`config.mk`:
```
export PLATFORM = sky130hd
export DESIGN_NAME = regfile_wb_arbiter
export DESIGN_NICKNAME = d
export VERILOG_FILES = /design/src/rtl/regfile_wb_arbiter.sv
export SDC_FILE = /design/constraint.sdc
export NUM_CORES = 1
export LEC_CHECK = 0
export BUFFER_PORTS_ARGS = -buffer_cell sky130_fd_sc_hd__buf_4
export CAP_MARGIN = 20
export CELL_PAD_IN_SITES_DETAIL_PLACEMENT = 0
export CELL_PAD_IN_SITES_GLOBAL_PLACEMENT = 1
export CORE_UTILIZATION = 30
export CTS_CLUSTER_DIAMETER = 30
export DETAILED_ROUTE_END_ITERATION = 10
export MAX_ROUTING_LAYER = met4
export PLACE_DENSITY_LB_ADDON = 0.1
export RECOVER_POWER = 100
export SETUP_SLACK_MARGIN = 0.2
export SLEW_MARGIN = 20
export SYNTH_ARGS = -nofsm -noshare
export SYNTH_HDL_FRONTEND = slang
export SYNTH_SLANG_ARGS = --single-unit
```
`constraint.sdc`:
```
create_clock -name CLK -period 1.39 [get_ports CLK]
set_clock_uncertainty 0.15 [all_clocks]
set_input_delay 0.2085 -clock CLK [delete_from_list [all_inputs] [get_ports CLK]]
set_output_delay 0.2085 -clock CLK [all_outputs]
set_load 0.005 [all_outputs]
```
`src/rtl/regfile_wb_arbiter.sv`:
```
// rtl/regfile_wb_arbiter.sv - round-robin write-back arbiter for the register-file write port
//
// Two write-back requesters (req0 = ALU result, req1 = load data) share the
// single register-file write port. The winning write is registered for one
// cycle before it drives A3/WD/RegWrite. A pending-write scoreboard (Busy)
// tracks registers reserved by issue and not yet committed.
//
// Ports:
//   CLK, RST                       clock, synchronous active-high reset
//   Req0_Valid/Addr/Data, Req0_Ready   requester 0 handshake (Ready combinational)
//   Req1_Valid/Addr/Data, Req1_Ready   requester 1 handshake (Ready combinational)
//   Mark_Valid, Mark_Addr          issue-stage destination reservation
//   A3, WD, RegWrite               registered register-file write port
//   Busy                           per-register outstanding-write flags
module regfile_wb_arbiter #(
    parameter int ADDR_W = 5,
    parameter int DATA_W = 32,
    parameter int NREG   = 32
) (
    input  logic              CLK,
    input  logic              RST,
    input  logic              Req0_Valid,
    input  logic [ADDR_W-1:0] Req0_Addr,
    input  logic [DATA_W-1:0] Req0_Data,
    output logic              Req0_Ready,
    input  logic              Req1_Valid,
    input  logic [ADDR_W-1:0] Req1_Addr,
    input  logic [DATA_W-1:0] Req1_Data,
    output logic              Req1_Ready,
    input  logic              Mark_Valid,
    input  logic [ADDR_W-1:0] Mark_Addr,
    output logic [ADDR_W-1:0] A3,
    output logic [DATA_W-1:0] WD,
    output logic              RegWrite,
    output logic [NREG-1:0]   Busy
);

    // ptr_q = 0: req0 wins a tie; ptr_q = 1: req1 wins a tie.
    logic              ptr_q, ptr_d;
    logic [ADDR_W-1:0] a3_q, a3_d;
    logic [DATA_W-1:0] wd_q, wd_d;
    logic              regwrite_q, regwrite_d;
    logic [NREG-1:0]   busy_q, busy_d;

    logic              grant0, grant1;
    logic [ADDR_W-1:0] win_addr;
    logic [DATA_W-1:0] win_data;
    logic [NREG-1:0]   set_vec, clr_vec;

    always_comb begin
        // No grants while in reset so nothing can transfer on the reset edge.
        grant0   = !RST && Req0_Valid && (!Req1_Valid || !ptr_q);
        grant1   = !RST && Req1_Valid && (!Req0_Valid ||  ptr_q);
        win_addr = grant1 ? Req1_Addr : Req0_Addr;
        win_data = grant1 ? Req1_Data : Req0_Data;

        ptr_d      = ptr_q;
        a3_d       = a3_q;
        wd_d       = wd_q;
        regwrite_d = 1'b0;
        if (grant0 || grant1) begin
            // Point at the requester that lost, so it wins the next tie.
            ptr_d      = grant0;
            a3_d       = win_addr;
            wd_d       = win_data;
            // x0 writes are accepted but never reach the register file.
            regwrite_d = (win_addr != '0);
        end

        set_vec = '0;
        if (Mark_Valid) begin
            set_vec[Mark_Addr] = 1'b1;
        end
        clr_vec = '0;
        if (regwrite_q) begin
            clr_vec[a3_q] = 1'b1;
        end
        // Set is applied after clear so a same-register collision stays busy.
        busy_d    = (busy_q & ~clr_vec) | set_vec;
        busy_d[0] = 1'b0;
    end

    always_ff @(posedge CLK) begin
        if (RST) begin
            ptr_q      <= 1'b0;
            a3_q       <= '0;
            wd_q       <= '0;
            regwrite_q <= 1'b0;
            busy_q     <= '0;
        end else begin
            ptr_q      <= ptr_d;
            a3_q       <= a3_d;
            wd_q       <= wd_d;
            regwrite_q <= regwrite_d;
            busy_q     <= busy_d;
        end
    end

    assign Req0_Ready = grant0;
    assign Req1_Ready = grant1;
    assign A3         = a3_q;
    assign WD         = wd_q;
    assign RegWrite   = regwrite_q;
    assign Busy       = busy_q;

endmodule

```
; After elaboration in Yosys (flattened, before gate mapping)
; Index checks and enable logic that the tools add are counted.
[totals]
register_bits = 71
out_inout_bits = 72
[op_classes]
order_cmp = 4
mux = 8
n_bitwise = 4
n_reduce_logical = 15
[ops]
columns = cell, n
row1 = 32-bit 2-to-1 mux, 3
row2 = 32-bit AND, 1
row3 = 32-bit inverter, 1
row4 = 32-bit bitwise OR, 1
row5 = 5-bit by 6-bit < comparator with 1-bit output (second input constant), 2
row6 = 1-bit demux with 5-bit select, 2
row7 = 5-bit by 1-bit greater-or-equal comparator with 1-bit output (second input constant), 2
row8 = 1-bit logical AND, 6
row9 = 5-bit 2-to-1 mux, 1
row10 = 5-bit nonzero test, 1
row11 = 1-bit logical NOT, 4
row12 = 1-bit logical OR, 3
row13 = 1-bit 2-to-1 mux, 2
row14 = 2-bit OR reduction, 1
row15 = 1-bit inverter, 1

; Depth between registers and ports, before layout
; Gate-level depths: netlist of run 1.
[depth]
word_depth = 8
mapped_depth = 5
mapped_depth_nobuf = 3

; Least setup slack after synthesis of run 1
; OpenSTA, ideal clock, no wires.
[synth_path]
path_type = reg-to-reg
start = reg ptr_q
end = reg wd_q[2], in the netlist WD[2]
setup_time_ns = 0.122
arrival_ns = 1.193
t_required_ns = 1.118
slack_ns = -0.075
stages_incl_launch_ff = 6
n_path_buf = 2
period_less_slack_ns = 1.465
cell_sequence = dfxtp_1 -> nand2b_1 -> and2_1 -> buf_2 -> buf_6 -> a221o_1
[synth_via]
elab_cells_between_ends = 7
classes_between = mux: 1 / reduce/logical: 6
[synth_lines]
columns = item, line_no
row1 = from (decl), 39  ; logic ptr_q, ptr_d;
row2 = from (signal assigned), 91  ; ptr_q <= ptr_d;
row3 = 1-bit logical OR *, 53  ; grant1 = !RST && Req1_Valid && (!Req0_Valid || ptr_q);
row4 = 1-bit logical AND *, 53
row5 = named net Req1_Ready, 29  ; output logic Req1_Ready,
row6 = 32-bit 2-to-1 mux / 1-bit logical OR (equally long branches), "55, 61"
row7 = to (signal assigned), 93  ; wd_q <= wd_d;
row8 = to (decl), 41  ; logic [DATA_W-1:0] wd_q, wd_d;
; The timed path passes the listed nets; every way through them passes the cells marked *.
; A chain may end at the register's enable or synchronous reset.

; Worst setup path after layout of run 1
[layout_path]
start = reg ptr_q
end = reg wd_q[18], in the netlist WD[18]
[layout_via]
elab_chain_cells = 4
elab_cells_between_ends = 7
classes_between = mux: 1 / reduce/logical: 6
[layout_rtl]
columns = item, line_no
row1 = 1-bit logical NOT, 52  ; grant0 = !RST && Req0_Valid && (!Req1_Valid || !ptr_q);
row2 = 1-bit logical OR, 52
row3 = 1-bit logical AND, 52
row4 = 1-bit logical OR, 61  ; if (grant0 || grant1) begin
; Several ways; a longest one is shown, not always the timed one.

==> reports/qor.yml, run 1 <==
clock_tree:
  cts_made_buffers: 9
  cts-root-to-sink-buffers: 2
  cts_sinks: 70
  clk_pin_slew_worst_paths_ns: 0.09
  ctsRootBufferMaster: "sky130_fd_sc_hd__clkbuf_8"
  insertion_delay_ns: 0.35
  cts.htree.levels: 3
  cts_tree: "yes"
logic_synthesis:
  synth_seq_area_share_pct: 42.2
  mean_area_per_synthesized_cell_um2: 9.65
  synth_seq_cells: 70
  edff_count_synth: 0
  synth_nets: 428
  synthDominantCellAreaShare_pct: 42.2
  post-synth-top-area-cell: "sky130_fd_sc_hd__dfxtp_1"
  async_flop_share_pct: 0
  syn-cell-area_mm2: 0.00332
  yosys_warnings: 0
  most_used_flip_flop_cell_after_synthesis: "sky130_fd_sc_hd__dfxtp_1"
  syn_inst: 344
  yosys-top-cells-area: "sky130_fd_sc_hd__dfxtp_1 (42%), sky130_fd_sc_hd__a221o_1 (11%), sky130_fd_sc_hd__a2111oi_2 (8.1%), sky130_fd_sc_hd__nor2b_1 (6.0%), sky130_fd_sc_hd__o21ai_0 (5.4%)"
  unique_masters_post_synth: 32
drt:
  dr.first_iter.drc_count: 147
  dr.pass1.iters: 4
  viasPerCell: 5.01
  route.final.wire_length_um: 11900
  drc_errors: 0
  vias: 3634
  wl_per_cell_um: 16.4
  antenna_violating_nets_post_route: 0
critical_path:
  crit_type: "reg -> reg"
  critical_path_arrival_ns: 1.65
  worst_reg2reg_path_length_in_cells: 5
  setup.reg_to_reg.worst_slack_ns: -0.16
  cp.required_ns: 1.48
  maximum_fanout_count_along_the_critical_path: 5
  timing.rr.end: "WD[18]$_SDFFE_PP0P_"
  r2r-start: "ptr_q$_SDFFE_PP0P_"
  crit_path_start_kind: "flop"
  worstSetupEndpointType: "flop"
timing:
  final.setup.worst_slack_ns: -0.162
  fraction_of_the_cycle_the_final_worst_path_needs_pct: 112
  final.min_clock_period_ns: 1.55
  max_freq_mhz: 644
  timing.final.setup_violations: 37
  final_hold_viol_count: 0
  setup-tns-final_ns: -4.97
  timing_max_transition_violations_final: 0
  grt_setup_unrepaired: "true"
power:
  power_density_mw_per_mm2: 794
  ir_drop_v: 0.000558
  totalPowerFinal_uw: 5120
  leakagePower_uw: 0.00263
min_path:
  min_delay_path_depth: 3
  min_path_type: "in -> reg"
  timing.hold.worst_endpoint: "RegWrite$_SDFF_PP0_"
  min-delay-start: "Req0_Addr[2]"
global_route:
  all_layer_gr_usage_pct: 20.6
  grt_start_max_net_pins: 31
  grt_antenna_before_repair: 0
  grt_pass1_vias: 3614
  grt-ovfl-total: 0
  grt_first_pass_wirelength_um: 18000
status:
  failed_checks: "setup timing"
  outcome: "complete, but fails checks"
finish:
  antenna-diode-count: 0
  final_cell_mix: "sky130_fd_sc_hd__buf_4 (140), sky130_fd_sc_hd__buf_6 (67), sky130_fd_sc_hd__dfxtp_2 (60), sky130_fd_sc_hd__o21ai_1 (47)"
  synthToLayoutAreaGrowth_pct: 94.3
  number_of_fillers_in_the_final_layout: 950
  seq_area_mm2: 0.00150
  layout.nets: 665
  final_common_cell: "sky130_fd_sc_hd__buf_4"
  layout-drive-gt1-share_pct: 62.3
  multi_input_gate_area_in_the_final_layout_mm2: 0.00208
  finalCoreUtilization_pct: 59.7
floorplanning:
  area_inside_the_core_boundary_mm2: 0.0108
  io_pins: 156
  die_h_um: 107
  die_w_um: 107
  rows: 38
  initial_cell_density_of_the_core_pct: 30.8
  die_area_mm2: 0.0115
place:
  buffer_ports.inserted: 154
  dp.final_hpwl_um: 7910
  finalWeightedCongestion: 0.758
run:
  cap_violations: 0
[report_power, final]
| part | total, uW | switching, uW | internal, uW |
|---|---|---|---|
| Combinational | 1350 | 552 | 795 |
| Clock | 1530 | 870 | 659 |
| Sequential | 2240 | 106 | 2140 |
| Total | 5120 | 1530 | 3590 |
[flip-flops by register name (all words and copies together) (netlist names)]
| register | flops |
|---|---|
| ptr_q | 1 |
| Busy | 31 |
| RegWrite | 1 |
| A3 | 5 |
| WD | 32 |
[worst max path at each step]
stage / from / to / slack [ns]
3_3_place_gp: ptr_q$_SDFFE_PP0P_ / WD[11]$_SDFFE_PP0P_ / -0.12
4_1_cts: ptr_q$_SDFFE_PP0P_ / Req0_Ready / -0.17
6_report: ptr_q$_SDFFE_PP0P_ / WD[18]$_SDFFE_PP0P_ / -0.16
2_1_floorplan: ptr_q$_SDFFE_PP0P_ / WD[2]$_SDFFE_PP0P_ / 0.03
5_1_grt: ptr_q$_SDFFE_PP0P_ / Req0_Ready / -0.20
3_5_place_dp: ptr_q$_SDFFE_PP0P_ / WD[8]$_SDFFE_PP0P_ / -0.11
[critical path, stage by stage (launching register included)]
cell and delay [ns]:
sky130_fd_sc_hd__dfxtp_2 0.33, sky130_fd_sc_hd__nand2b_4 0.14, sky130_fd_sc_hd__and2_4 0.19, sky130_fd_sc_hd__buf_4 0.16, sky130_fd_sc_hd__buf_4 0.15, sky130_fd_sc_hd__a221o_1 0.33
[layer usage]
layer	routed length (um)	track usage, %	up-vias
met2	5940	32.1	128
li1	-	-	1781
met3	665	4.38	15
met5	0	-	-
met4	167	5.87	0
met1	5140	27.0	1710
[what timing repair did]
action                                  in CTS  in global routing
setup buffers                               10                  6
gates resized for setup                     71                145
gates cloned                                 0                  0
hold buffers                                37                  0
endpoints found under the setup margin      79                132
hold endpoints to repair                    37                  0
pin swaps                                    9                 11
[per-stage QoR]
step / cell area (um^2) / cells / hold WS [ns] / setup WS, ns
6_report: 6450 / 726 / 0.0712 / -0.162
5_1_grt: 6450 / 726 / 0.0824 / -0.204
4_1_cts: 5890 / 720 / 0.0481 / -0.165
3_5_place_dp: 5090 / 657 / 0.294 / -0.105
3_3_place_gp: 5090 / 657 / 0.288 / -0.117
2_1_floorplan: 3500 / 344 / 0.202 / 0.0259
[cells in the mapped netlist, drive strengths merged (3+ instances only)]
cell type and number:
dfxtp 70, o21ai 62, a2111oi 37, a221o 37, inv 37, nor2b 32
buf 22, nand3b 8, clkbuf 7, or3b 6, nor2 4, nand2b 3
nand3 3
[logic make-up (layout without fill, tap and decap cells)]
kind of cell | Yosys count | count (layout) | share of synthesized area [%]
buffers and inverters | 66 | 308 | 9.72
and+or+nand+nor | 68 | 68 | 13.6
DFF | 70 | 70 | 42.2
AOI/OAI and AO/OA | 139 | 139 | 34.3
other | 1 | 1 | 0.113
[area by class of cell]
| cell class | count | area share [%] |
|---|---|---|
| timing repair buffer | 255 | 37.0 |
| multi-input combinational | 208 | 32.3 |
| sequential | 70 | 23.2 |
| tap | 140 | 2.72 |
| inverter | 37 | 2.15 |
| clock buffer | 10 | 1.98 |
| clock inverter | 6 | 0.679 |
No activity file was read; power rests on OpenSTA's default activity.
==> run 2: changes to the inputs <==
==> constraint.sdc (replaced) <==
create_clock -name CLK -period 1.39 [get_ports CLK]
set_clock_uncertainty 0.15 [all_clocks]
set_input_delay 0.278 -clock CLK [delete_from_list [all_inputs] [get_ports CLK]]
set_output_delay 0.278 -clock CLK [all_outputs]
set_load 0.005 [all_outputs]
==> reports/qor.yml, run 2 (same netlist as run 1, synthesis figures left out) <==
status:
  outcome: "complete, but fails checks"
  failed_checks: "setup timing"
power:
  switching_power_uw: 1540  # +0.57%
  power_report.internal_total_uw: 3590  # -0.13%
  switching_share_pct: 30.0  # +0.14 points
  power.share.combinational_pct: 27.8  # +1.5 points
  power_share_of_the_clock_group_pct: 28.6  # -1.3 points
  power_density_mw_per_mm2: 788  # -0.73%
  leakagePower_uw: 0.00259  # -1.7%
  p_seq_share_pct: 43.6  # -0.2 points
  ir_drop_v: 0.000500  # -10%
clock_tree:
  insertion_delay_ns: 0.35  # about the same
  cts.htree.levels: 3  # unchanged
  cts-root-to-sink-buffers: 2  # unchanged
  ctsRootBufferMaster: "sky130_fd_sc_hd__clkbuf_8"
  clk_pin_slew_worst_paths_ns: 0.08  # about the same
  cts_made_buffers: 9  # unchanged
  cts_tree: "yes"
  cts_sinks: 70  # unchanged
floorplanning:
  die_area_mm2: 0.0115  # unchanged
  initial_cell_density_of_the_core_pct: 30.8  # unchanged
  io_pins: 156  # unchanged
  die_w_um: 107  # unchanged
  die_h_um: 107  # unchanged
  area_inside_the_core_boundary_mm2: 0.0108  # unchanged
  rows: 38  # unchanged
global_route:
  grt_pass1_vias: 3569  # -1.2%
  grt_first_pass_wirelength_um: 18200  # +1.1%
  grt-ovfl-total: 0  # unchanged
  grt_start_max_net_pins: 21  # -32%
  all_layer_gr_usage_pct: 21.1  # +0.49 points
  grt_antenna_before_repair: 0  # unchanged
min_path:
  min_path_type: "in -> reg"
timing:
  timing.max_slew.rel_slack_pct: 62.4
  final_hold_viol_count: 0  # unchanged
  max_slew.worst_pin.slew_ns: 0.564
  final.min_clock_period_ns: 1.62  # +0.0716 ns
  timing.final.setup_violations: 52  # +41%
  max_freq_mhz: 616  # -4.4%
  timing_max_transition_violations_final: 0  # unchanged
  final.setup.worst_slack_ns: -0.234  # -0.0716 ns
  grt_setup_unrepaired: "true"
  fraction_of_the_cycle_the_final_worst_path_needs_pct: 117  # +5.1 points
place:
  buffer_ports.inserted: 154  # unchanged
  post-place-ws_ns: -0.164  # -0.0592 ns
  postPlaceCellArea_mm2: 0.00498  # -2.1%
  finalWeightedCongestion: 0.763  # +0.74%
  dp.final_hpwl_um: 7880  # -0.41%
critical_path:
  critical-path-max-stage-delay_ns: 0.32  # about the same
  maximum_fanout_count_along_the_critical_path: 3  # -2
  critPathTopFamily: "flip-flops"
  cp.required_ns: 0.96  # -0.52 ns
  slowest_stage: "sky130_fd_sc_hd__dfxtp_2"
  crit_type: "reg -> out"
  critical_path_arrival_ns: 1.20  # -0.45 ns
  crit_top_cell: "sky130_fd_sc_hd__buf_6"
  crit_path_start_kind: "flop"
  worstPathBufferInverterCount: 2  # unchanged
  worstSetupEndpointType: "output pin"
  crit_path_cell_trace: "nand2b_4 -> and2_4 -> buf_6 -> buf_6"
finish:
  synthToLayoutAreaGrowth_pct: 95.9
  final_common_cell: "sky130_fd_sc_hd__buf_4"
  layout-drive-gt1-share_pct: 60.4  # -1.9 points
  finalCoreUtilization_pct: 60.2  # +0.49 points
  antenna-diode-count: 0  # unchanged
  number_of_fillers_in_the_final_layout: 926  # -2.5%
  flip_flop_count_of_the_largest_register_after_layout: 32  # unchanged
  finalInstanceArea_mm2: 0.00650  # +0.82%
  layout.nets: 643  # -3.3%
  final_cell_mix: "sky130_fd_sc_hd__buf_4 (117), sky130_fd_sc_hd__buf_6 (86), sky130_fd_sc_hd__o21ai_1 (46), sky130_fd_sc_hd__inv_1 (37), sky130_fd_sc_hd__a221o_1 (37)"
run:
  cap_violations: 0  # unchanged
drt:
  dr.first_iter.drc_count: 111  # -24%
  route.final.wire_length_um: 12000  # +0.60%
  vias: 3536  # -2.7%
  viasPerCell: 5.03  # +0.49%
  wl_per_cell_um: 17.0  # +3.9%
  drc_errors: 0  # unchanged
  dr.pass1.iters: 4  # unchanged
  antenna_violating_nets_post_route: 0  # unchanged
run 2: what timing repair did:
item,in CTS,in global routing
resized for setup,211,53
endpoints found under the hold margin,16,0
pin swaps,11,21
setup endpoints to repair,139,141
buffers inserted,16,9
cloned,2,1
hold buffers,16,0
run 2: metrics by stage:
step	total power, uW	hold WS (ns)	TNS [ns]	cells
floorplan	2690	0.272	0	344
global placement	3210	0.310	-3.82	644
finish	5120	0.0133	-5.07	703
detailed placement	3220	0.319	-4.79	644
global route	5340	-0.00121	-7.88	703
CTS	5020	0.000131	-5.87	693
run 2: worst register-to-register path, delay by kind of cell (launching register included):
kind            cells  cell delay (ns)
flops               1             0.32
buf+inv             3             0.37
simple gates        2             0.30
compound gates      1             0.34
run 2: final cells by class:
cell class	count	area, um^2	share of cell area [%]
Tap cell	140	175	2.69
Clock inverter	6	37.5	0.577
Sequential cell	70	1460	22.5
Clock buffer	9	124	1.91
Multi-Input combinational cell	208	2270	35.0
Timing Repair Buffer	233	2290	35.2
Inverter	37	139	2.14
run 2: final timing paths:
kind	startpoint	end	slack, ns	cells after the start
hold reg to reg	ptr_q$_SDFFE_PP0P_	ptr_q$_SDFFE_PP0P_	0.33	2
hold / removal	Req1_Data[6]	WD[6]$_SDFFE_PP0P_	0.01	2
setup reg to reg	ptr_q$_SDFFE_PP0P_	WD[4]$_SDFFE_PP0P_	-0.20	6
setup / recovery	ptr_q$_SDFFE_PP0P_	Req1_Ready	-0.23	4
run 2: routing by layer:
metal	GRT usage, %	wire (um)	part of all wire [%]	vias to the layer above
met1	24.5	4940	41	1701
met2	36.7	6370	53	92
met4	5.77	166	1.4	0
met3	4.50	503	4.2	13
li1	-	-	-	1730
met5	-	0	0	-
run 2: power groups by stage:
stage          clock network, uW  logic (uW)  registers, uW
2_1_floorplan                  0         451           2240
3_3_place_gp                   0         950           2260
3_5_place_dp                   0         964           2250
4_1_cts                     1510        1280           2240
5_1_grt                     1580        1510           2250
6_report                    1470        1420           2230
